## src/rtl/wb_master.sv

```systemverilog
// Single-transaction Wishbone pipelined master with a request/response front end.
// Transactions are aborted with rsp_err after TIMEOUT_CYCLES cycles without ack.
module wb_master #(
   parameter int unsigned TIMEOUT_CYCLES = 255
) (
   input  logic        clk,
   input  logic        rst,
   input  logic        req_valid,
   output logic        req_ready,
   input  logic        req_we,
   input  logic [31:0] req_addr,
   input  logic [31:0] req_wdata,
   input  logic [3:0]  req_sel,
   output logic        rsp_valid,
   output logic [31:0] rsp_rdata,
   output logic        rsp_err,
   output logic        wb_cyc_o,
   output logic        wb_stb_o,
   output logic        wb_we_o,
   output logic [31:0] wb_addr_o,
   output logic [31:0] wb_data_o,
   output logic [3:0]  wb_sel_o,
   input  logic        wb_ack_i,
   input  logic        wb_stall_i,
   input  logic [31:0] wb_data_i
);

   typedef enum logic [1:0] {StIdle, StReq, StWait} state_e;

   // Last counter value at which the bus may still be held.
   localparam logic [15:0] TimeoutLast = 16'(TIMEOUT_CYCLES - 1);

   state_e      state_q, state_d;
   logic [15:0] cnt_q, cnt_d;
   logic        accept;
   logic        done;
   logic        timeout;
   logic        expire;

   assign req_ready = (state_q == StIdle);
   assign wb_cyc_o  = (state_q != StIdle);
   assign wb_stb_o  = (state_q == StReq);
   assign accept    = (state_q == StIdle) && req_valid;
   assign expire    = (cnt_q == TimeoutLast);

   always_comb begin
      state_d = state_q;
      cnt_d   = cnt_q;
      done    = 1'b0;
      timeout = 1'b0;
      unique case (state_q)
         StIdle: begin
            if (req_valid) begin
               state_d = StReq;
               cnt_d   = '0;
            end
         end
         StReq: begin
            cnt_d = cnt_q + 16'd1;
            // Ack only counts when the strobe is accepted in the same cycle.
            if (!wb_stall_i && wb_ack_i) begin
               done    = 1'b1;
               state_d = StIdle;
            end else if (expire) begin
               timeout = 1'b1;
               state_d = StIdle;
            end else if (!wb_stall_i) begin
               state_d = StWait;
            end
         end
         StWait: begin
            cnt_d = cnt_q + 16'd1;
            if (wb_ack_i) begin
               done    = 1'b1;
               state_d = StIdle;
            end else if (expire) begin
               timeout = 1'b1;
               state_d = StIdle;
            end
         end
         default: state_d = StIdle;
      endcase
   end

   always_ff @(posedge clk or posedge rst) begin
      if (rst) begin
         state_q   <= StIdle;
         cnt_q     <= '0;
         rsp_valid <= 1'b0;
         rsp_err   <= 1'b0;
         rsp_rdata <= '0;
         wb_we_o   <= 1'b0;
         wb_addr_o <= '0;
         wb_data_o <= '0;
         wb_sel_o  <= '0;
      end else begin
         state_q   <= state_d;
         cnt_q     <= cnt_d;
         rsp_valid <= done | timeout;
         rsp_err   <= timeout;
         rsp_rdata <= (done && !wb_we_o) ? wb_data_i : '0;
         if (accept) begin
            wb_we_o   <= req_we;
            wb_addr_o <= req_addr;
            wb_data_o <= req_wdata;
            wb_sel_o  <= req_sel;
         end
      end
   end

endmodule

```

## config.mk

```make
export PLATFORM = sky130hd
export DESIGN_NAME = wb_master
export DESIGN_NICKNAME = d
export VERILOG_FILES = /design/src/rtl/wb_master.sv
export SDC_FILE = /design/constraint.sdc
export NUM_CORES = 1
export LEC_CHECK = 0
export BUFFER_PORTS_ARGS = -buffer_cell sky130_fd_sc_hd__buf_2
export CORE_MARGIN = 4
export CORE_UTILIZATION = 30
export DETAILED_ROUTE_END_ITERATION = 16
export HOLD_SLACK_MARGIN = 0.03
export PLACE_DENSITY = 0.67
export SYNTH_ARGS = -nofsm -noshare
export SYNTH_HDL_FRONTEND = slang
export SYNTH_SLANG_ARGS = --single-unit
```

## constraint.sdc

```tcl
create_clock -name clk -period 9.36 [get_ports clk]
set_input_delay 1.872 -clock clk [delete_from_list [all_inputs] [get_ports clk]]
set_output_delay 1.872 -clock clk [all_outputs]
set_load 0.05 [all_outputs]
```

# [After elaboration in Yosys (flattened, before gate mapping)]
# Index checks and enable logic that the tools add are counted.
[totals] inputBits=106 reg_bits=121 out_inout_bits=106
[op_classes] mux=17 addsub=1 n_eq_ne=6 n_bitwise=1 reduce_logical=11
[op_table] operator="32-bit two-way mux" count=1
[op_table] operator="16-bit case mux with 2 select lines" count=1
[op_table] operator="16-bit by 1-bit adder with 16-bit output, second input constant" count=1
[op_table] operator="16-bit by 8-bit equality test with 1-bit output, second input constant" count=1
[op_table] operator="16-bit two-way mux" count=1
[op_table] operator="2-bit two-way mux" count=6
[op_table] operator="2-bit case mux with 3 select lines" count=1
[op_table] operator="1-bit two-way mux" count=5
[op_table] operator="4-bit by 2-bit != test with 1-bit output, second input constant" count=1
[op_table] operator="1-bit case mux with 2 select lines" count=2
[op_table] operator="2-bit nonzero test" count=2
[op_table] operator="1-bit logical AND" count=3
[op_table] operator="3-bit != test, second input constant" count=1
[op_table] operator="3-bit AND reduction" count=1
[op_table] operator="2-bit by 1-bit equality test with 1-bit output, second input constant" count=1
[op_table] operator="2-bit equality test, second input constant" count=1
[op_table] operator="1-bit zero test" count=2
[op_table] operator="2-bit zero test" count=1
[op_table] operator="2-bit != test, second input constant" count=1
[op_table] operator="2-bit AND reduction" count=1
[op_table] operator="2-bit OR reduction" count=1
[op_table] operator="1-bit bitwise OR" count=1

# [Logic depth before layout (Yosys ltp)]
# Gate-level depths: netlist of run 1.
[logic_depth] ltp_word=6 depth_mapped=8 ltp_nobuf=6

# [Worst setup path before layout of run 1]
# No wires, ideal clock.
[synth_timing] kind="register -> output" start="register state_q[0]" end="output wb_cyc_o" t_required_ns=7.488 n_path_buf=1 arrival_time_ns=1.375 path_slack_ns=6.113 stages_incl_launch_ff=5 cell_sequence="dfrtp_1 > inv_1 > ha_1 > buf_4 > inv_1"
[synth_via] elab_chain_cells=1
[synth_lines] element="start: declaration" line="33" text="state_e state_q, state_d;"
[synth_lines] element="start signal: assignment" line="87" text="state_q <= StIdle;"
[synth_lines] element="start signal: assignment" line="97" text="state_q <= state_d;"
[synth_lines] element="2-bit nonzero test" line="41" text="assign wb_cyc_o = (state_q != StIdle);"
[synth_lines] element="end: declaration" line="17" text="output logic wb_cyc_o,"
# Every way passes these cells.

# [Final worst setup path of run 1]
[layout_timing] start="register state_q[0]" end="output req_ready"
[layout_via] elab_chain_cells=1
[layout_lines] element="2-bit zero test" line="40" text="assign req_ready = (state_q == StIdle);"
[layout_lines] element="end: declaration" line="9" text="output logic req_ready,"
# Every way passes these cells.

==> results.md, run 1 <==
Detailed routing:
- The violation count after the first detailed-route iteration is 109.
- For this run, the detailed router's first-pass iteration total came to 4.
- The final wirelength is 11,200 um.
- Dividing the detail-routed wire length by the instance count gives 14.4 um.
- In the routed layout, each cell is associated on average with a via count of 4.44.
- The detail route stage leaves a number of antenna-violating nets equal to 0.
- The total via count after detailed routing is 3,455.
- In the routed design, unresolved DRC markers number 0.

Synth:
- The number of nets in the synthesized netlist is 447.
- Of the post-synthesis cell area, the dominant cell type holds 64.1%.
- The number of unique standard cell types used by synthesis is 37.
- Each instance of the synthesized netlist takes up on average 14.1 um^2.
- The Yosys warning count is 0.
- In the synthesized netlist, the number of instances is 336.
- After synthesis the netlist holds a flip-flop and latch count of 121.
- Of all cell types, the one taking the most synthesized area is dfrtp_1.
- In this run the cell area of the synthesized design comes to 0.00473 mm^2.
- Yosys attributes the largest share of cell area to dfrtp_1 64%, mux2_2 17%, and2_1 4.2%.
- Sequential cells were found to cover 64.1% of the synthesized design area.

Setup path:
- The largest fanout of any net on the critical path is 7.
- The worst setup path is launched from a register.
- STA puts the critical path data arrival time at 1.59 ns.
- The critical path in this run is classified as reg2out.
- The worst register-to-register path ends at cnt_q[3].
- The number of cells on the worst reg-to-reg path is 6.
- The beginning of the worst register-to-register path is state_q[0].
- The capturing element type of the critical path is an output pin.
- The data required time of the worst path is 7.49 ns.
- The worst reg-to-reg setup slack is 7.07 ns.

Clocking:
- The clock tree synthesis step divided the H-tree into 4 levels.
- The CTS tree is built.
- The tree built by TritonCTS fans out to 121 sinks.
- Hold repair after CTS inserted 0 buffers.
- In this run the deepest clock path goes through 2 buffers.
- The clock buffer count from CTS is 17.
- Buffers added to address setup during post-CTS repair amount to 0.
- The clock reaches the later pin of the worst-skew pair after 0.40 ns.
- The clock input transition at the sequential cells of the worst setup and hold paths is 0.05 ns.
- The count of cells resized by post-cts repair is 0.
- The buffer cell driving the clock tree root is clkbuf_16.

Global routing:
- The number of antenna violations at the first check in global routing is 0.
- Entering global routing, the biggest net connects 71 pins.
- The number of global-route vias before repair is 3,643.
- The global-route total usage across every layer is 12.9%.
- The leftover overflow at the end of global routing is 0.
- The first global-routing pass estimated 18,100 um of wire.

Layout:
- The fraction of layout instances using a drive strength above 1 is 56.5%.
- Counting the fill cells in the layout gives 1,465.
- At the end of the flow, the number of nets in the layout was 667.
- The area growth from synthesis to layout is 39.8%.
- The number of antenna repair diodes is 0.
- The final standard cell utilization of the core is 43.2%.
- The final instance area is 0.00661 mm^2.

Place:
- The pre-CTS worst setup slack is 5.82 ns.
- Once detailed placement completed, the half-perimeter wirelength came to 8430 um.
- The count of buffers inserted at the top-level ports is 211.
- Summing all placed instances gives a cell area of 0.00601 mm^2.
- The final weighted congestion in routability-driven placement is 0.804.

Power:
- In this run, flip-flops and latches consume 30.0% of the power.
- Internal power comes to 1.46 mW.
- The portion of total power attributed to the clock network is 24.9%.
- In this run switching power makes up 44.1% of total power.
- Summed over all nets, the switching power comes to 1.15 mW.
- VDD sags by at most 0.321 mV.
- The total power is 2.61 mW.
- Power spread over the standard cell area amounts to 395 mW/mm^2.
- In this run, the combinational gates consume 45.1% of the power.
- The leakage power figure is 3.34 nW.

Timing:
- After layout, the worst path uses 37.0% of the clock period.
- The number of hold violations in the final report is 0.
- The setup TNS after final layout is 0 ns.
- Setup repair after global routing left no endpoint under its margin.
- For the pin with the worst max-slew slack, the measured transition is 0.898 ns.
- The clock skew after layout is 0.00607 ns.
- The post-route minimum period is 3.46 ns.
- Timing would allow up to 289 MHz.
- The final count of pins violating max slew is 0.
- The headroom to the max-slew limit is 40.1%.
- Across all setup checks in the final design, the least slack found is 5.90 ns.
- Setup violations remaining at the end of the flow were counted as 0.

Hold path:
- The cell depth of the worst hold path is 1.
- For hold timing, the worst endpoint is wb_addr_o[3].
- The worst hold path begins at wb_addr_o[3].
- The min-delay analysis places its worst path in the category reg2reg.

Floorplan:
- The horizontal extent of the die is 134 um.
- The starting density of the core is 30.9%.
- The floorplan has 45 rows.
- The die covers 0.0178 mm^2.
- The core region area is 0.0153 mm^2.
- For this design the top-level I/O count stands at 212.
- The die is 134 um tall.

Job:
- The number of max-capacitance violations reported is 0.

Outcome:
- The run finished with clean final reports.
## how the worst max path moves through the flow
| stage | from | endpoint | slack (ns) | cells past startpoint |
|---|---|---|---|---|
| CTS | state_q[0] | req_ready | 5.88 | 3 |
| global placement | req_valid | cnt_q[11] | 5.88 | 5 |
| floorplan | rst | cnt_q[0] | 4.27 | 1 |
| finish | state_q[0] | req_ready | 5.90 | 3 |
| global route | state_q[0] | wb_cyc_o | 5.79 | 4 |
| detailed placement | req_valid | cnt_q[12] | 5.82 | 5 |
## Yosys cell counts (all sizes together)
library cell and number:
nor4b 1, nand4 5, dfrtp 121, mux2 71, a311oi 1, nand3 4, or4 5, nor3b 2
xor2 2, buf 9, a21o 1, or3 2, a21oi 11, clkbuf 4, a22o 1, and2 32
xnor2 4, and4b 1, nand2b 1, mux2i 1, ha 5, inv 9, o31ai 5, nor2 11
nor2b 2, nand2 8, and3 2, o21ai 9, nor4 2, nor3 3, a21boi 1
## cells by family after synthesis
family / after synthesis / synth area share [%]
DFF: 121 / 64.1
muxes: 72 / 17.2
xor gates and xnor gates: 6 / 1.11
and+or+nand+nor: 81 / 10.5
buffers and inverters: 22 / 2.17
AOI/OAI and AO/OA: 29 / 3.63
adders and majority gates: 5 / 1.32
## area by class of cell
cell class	instances	area (um^2)	share of cell area [%]
Tap cell	211	264	3.99
Sequential cell	121	3030	45.8
Clock buffer	25	485	7.34
Timing Repair Buffer	214	1080	16.3
Inverter	9	36.3	0.549
Multi-Input combinational cell	193	1600	24.3
Clock inverter	6	114	1.72
## routing by layer
metal | global-route usage, % | routed length, um
met1 | 14.3 | 4360
met2 | 21.2 | 5510
met3 | 5.59 | 1040
met4 | 6.63 | 308
met5 | 0 | 0
## flip-flops by register name, summed over array words and instances, names as in the netlist
signal	flops
rsp_rdata	32
cnt_q	16
wb_data_o	32
rsp_valid	1
rsp_err	1
wb_sel_o	4
state_q	2
wb_we_o	1
wb_addr_o	32
## through the flow
stage | cells | hold slack, ns
6_report | 779 | 0.498
5_1_grt | 779 | 0.515
4_1_cts | 779 | 0.501
3_5_place_dp | 748 | 0.488
3_3_place_gp | 748 | 0.481
2_1_floorplan | 336 | 0.514
## cell usage in the layout (no fill, tap or decap), types with 2 or more instances in the layout
cell type and n:
ha_1 5, clkbuf_8 3, clkbuf_16 17, bufinv_16 3
nand2_1 7, and2_1 32, a21oi_1 11, nand3_1 3
dfrtp_1 121, inv_1 8, clkinvlp_4 2, or4_1 5
or3_2 2, xnor2_1 4, nor2_1 11, nor3_1 2
xor2_1 2, nor4_1 2, buf_2 211, mux2_2 70
buf_4 3, o21ai_0 9, clkbuf_1 5, nand4_1 4
nor2b_1 2, o31ai_1 5, nor3b_1 2
## power by group through the flow
stage	Sequential [mW]	Clock [mW]	Combinational, mW
after detailed placement	0.792	0	1.19
after floorplan	1.36	0	0.335
after global placement	0.782	0	1.17
after CTS	0.784	0.672	1.19
final	0.782	0.649	1.18
after global routing	0.804	0.698	1.24
## worst max-delay path, stage by stage, from the launching register on
cell and delay (ns):
dfrtp_1 0.40, inv_1 0.12, ha_1 0.35, buf_2 0.33
Note: power is estimated with default switching activity, not from simulation.
==> run 2: changes to the inputs <==
--- a/config.mk
+++ b/config.mk
@@ -10,7 +10,7 @@
 export CORE_UTILIZATION = 30
 export DETAILED_ROUTE_END_ITERATION = 16
 export HOLD_SLACK_MARGIN = 0.03
-export PLACE_DENSITY = 0.67
+export PLACE_DENSITY = 0.69
 export SYNTH_ARGS = -nofsm -noshare
 export SYNTH_HDL_FRONTEND = slang
 export SYNTH_SLANG_ARGS = --single-unit
==> constraint.sdc (replaced) <==
create_clock -name clk -period 3.1 [get_ports clk]
set_input_delay 0.62 -clock clk [delete_from_list [all_inputs] [get_ports clk]]
set_output_delay 0.62 -clock clk [all_outputs]
set_load 0.05 [all_outputs]
==> run 2 against run 1 <==
  * First-iteration DRC count is 17% lower
  * Die area stayed put
  * Design area hardly changed
  * Worst setup slack worse by 5.0 ns
  * Sequential power grew to 3.0 times the previous value
  * Utilization hardly changed
  * Power grew to 3.0 times the previous value
  * Cell count stayed put
  * Register-to-register slack worse by 6.0 ns
  * Global-route usage is 0.29 points lower
==> results.md, run 2 (synthesis results as in run 1) <==
Job:
- The number of max-capacitance violations reported came to 0 (unchanged).

Global routing:
- The leftover overflow at the end of global routing is 0 (unchanged).
- The global-route total usage across every layer is 12.6% (-0.29 points).
- The number of antenna violations at the first check in global routing was 0 (unchanged).
- The maximum number of pins on one net before global-route repair came to 122 (+72%).
- The number of global-route vias before repair is 3,622 (-0.58%).
- The first-pass GRT wire length is 17,900 um (-1.1%).

Clocking:
- The number of sinks driven by the clock tree is 121 (unchanged).
- Clock tree synthesis selected as its root buffer the cell clkbuf_16.
- The clock tree buffer depth was 2 (unchanged).
- The H-tree depth reported by CTS is 4 (unchanged).
- TritonCTS built the clock tree.
- The latest clock arrival within the worst-skew pair is 0.40 ns (about the same).
- The number of hold buffers added after cts is 0 (unchanged).
- The clock input transition at the sequential cells of the worst setup and hold paths is 0.05 ns (about the same).
- The post-CTS setup-driven buffer insertion count is 0 (unchanged).
- The clock buffer count from CTS is 17 (unchanged).
- The count of cells resized by post-cts repair is 0 (unchanged).

Timing:
- Counting I/O delays and the setup requirement, the final critical path takes 2.23 ns.
- The worst path setup slack after routing is 0.870 ns (-5.03 ns).
- Setup repair after global routing left no endpoint under its margin.
- The final count of pins violating max slew came to 0 (unchanged).
- The worst hold margin is 0.397 ns (-0.101 ns).
- The clock skew after layout is 0.00775 ns (+0.00168 ns).
- The headroom to the max-slew limit is 42.9% (+2.8 points).
- After layout, the worst path uses 72.0% of the clock period.
- The setup-violating endpoint count in the final report is 0 (unchanged).
- The fmax is 448 MHz.
- The setup TNS after final layout is 0 ns (unchanged).
- The number of hold violations in the final report is 0 (unchanged).
- The slew at the pin closest to its max-slew limit is 0.854 ns (-0.0445 ns).

Layout:
- The final standard cell utilization of the core is 43.1% (about the same).
- The fraction of layout instances using a drive strength above 1 is 57.2% (+0.70 points).
- The area added between synthesis and finish is 39.8% (about the same).
- In the final layout, the registers with the most flip-flops are rsp_rdata x32, wb_addr_o x32, wb_data_o x32.
- The commonest non-fill, non-tap cell in the layout is buf_2.
- The number of antenna repair diodes is 0 (unchanged).
- The final instance area is 0.00661 mm^2 (about the same).
- The number of nets in the final layout is 667 (unchanged).
- The number of cells in the finished layout apart from fillers is 779 (unchanged).
- The top cell types in the final layout, fill and taps aside, are 211 x buf_2, 121 x dfrtp_1, 70 x mux2_2.

Detailed routing:
- The final routed DRC violation total came to 0 (unchanged).
- The detailed-route vias per instance was 4.42 (-0.32%).
- The total via count after detailed routing is 3,444 (-0.32%).
- The wire length on met3 was 1150 um (+10%).
- Signal routing reaches up to met4.
- The violation count after the first detailed-route iteration is 91 (-17%).
- The post-detailed-route count of antenna-violating nets came to 0 (unchanged).
- The post-detailed-route wirelength per cell came to 14.3 um (-0.55%).
- The final wirelength is 11,200 um (-0.55%).
- The met2 wirelength from detailed routing is 5260 um (-4.5%).
- The length of the first detailed-routing pass in iterations came to 4 (unchanged).
- The routed length on met1 was 4590 um (+5.2%).

Setup path:
- The arrival time of the worst setup path was 1.61 ns (+0.02 ns).
- The worst setup path is of the reg2out kind.
- The number of cells on the worst reg-to-reg path was 6 (unchanged).
- The worst setup path is captured at an output pin.
- The largest fanout of any net on the critical path is 7 (unchanged).
- The slowest library cell on the worst path is dfrtp_1.
- The stage delay of the slowest cell on the critical path came to 0.39 ns (about the same).
- The data required time of the worst path is 2.48 ns (-5.01 ns).
- The critical path goes through inv_1 > ha_1 > buf_2.
- The launching element type of the critical path is a register.

Place:
- The final weighted congestion in routability-driven placement was 0.828 (+3.0%).
- The count of buffers inserted at the top-level ports was 211 (unchanged).
- The pre-CTS worst setup slack is 1.10 ns (-4.71 ns).
- The total cell area at the placement stage came to 0.00604 mm^2 (+0.52%).
- The HPWL after detailed placement came to 8270 um (-1.9%).
- The cell count after placement is 748 (unchanged).

Floorplan:
- The vertical die dimension is 134 um (unchanged).
- The floorplan die area is 0.0178 mm^2 (unchanged).
- The number of ports placed on the die boundary is 212 (unchanged).
- The starting density of the core is 30.9% (unchanged).
- The core region area came to 0.0153 mm^2 (unchanged).
- The number of placement rows came to 45 (unchanged).
- The horizontal extent of the die is 134 um (unchanged).

Hold path:
- The min-delay analysis places its worst path in the category in2async.

Power:
- The total power divided by cell area is 1180 mW/mm^2 (+200%).
- The total power is 7.79 mW (+200%).
- The largest vdd supply drop is 0.569 mV (+77%).
- The leakage power figure is 3.33 nW (about the same).

Outcome:
- The run finished with clean final reports.
## run 2: cell types whose count changed in the layout (fill, tap and decap cells not counted), moves of 2 or more
cell	before	now
bufinv_16	3	1
buf_4	3	1
inv_6	0	2
clkinvlp_4	2	4
clkbuf_1	5	1
buf_12	0	2
clkinv_2	0	3
## run 2: layout make-up
cell class | instances | area [um^2]
multi-input combinational | 193 | 1610
inverter | 9 | 37.5
clock buffer | 21 | 470
timing repair buffer | 214 | 1100
tap | 211 | 264
clock inverter | 10 | 93.8
sequential | 121 | 3030
fill | 1451 | 8710
## run 2: power by group
group / internal (mW) / switching, mW
combinational: 0.987 / 2.58
sequential: 2.10 / 0.255
clock: 1.16 / 0.700
## run 2: worst paths after layout
path,from,slack (ns),to
max reg2reg,state_q[0],1.10,rsp_rdata[0]
min reg2reg,wb_addr_o[2],0.50,wb_addr_o[2]
max,state_q[0],0.87,req_ready
max in group asynchronous,rst,2.25,wb_data_o[15]
min,rst,0.40,rsp_rdata[30]
min in group clk,wb_data_i[5],0.42,rsp_rdata[5]
## run 2: layer usage
metal | GRT usage [%] | up-vias
li1 | - | 1608
met1 | 14.7 | 1650
met2 | 20.3 | 177
met3 | 5.93 | 9
met4 | 4.86 | 0
met5 | 0 | -
## run 2: critical path: cells and delay by family (launching register included)
kind | cells | cell delay (ns)
buf+inv | 2 | 0.45
flops | 1 | 0.39
fa+ha+maj | 1 | 0.35
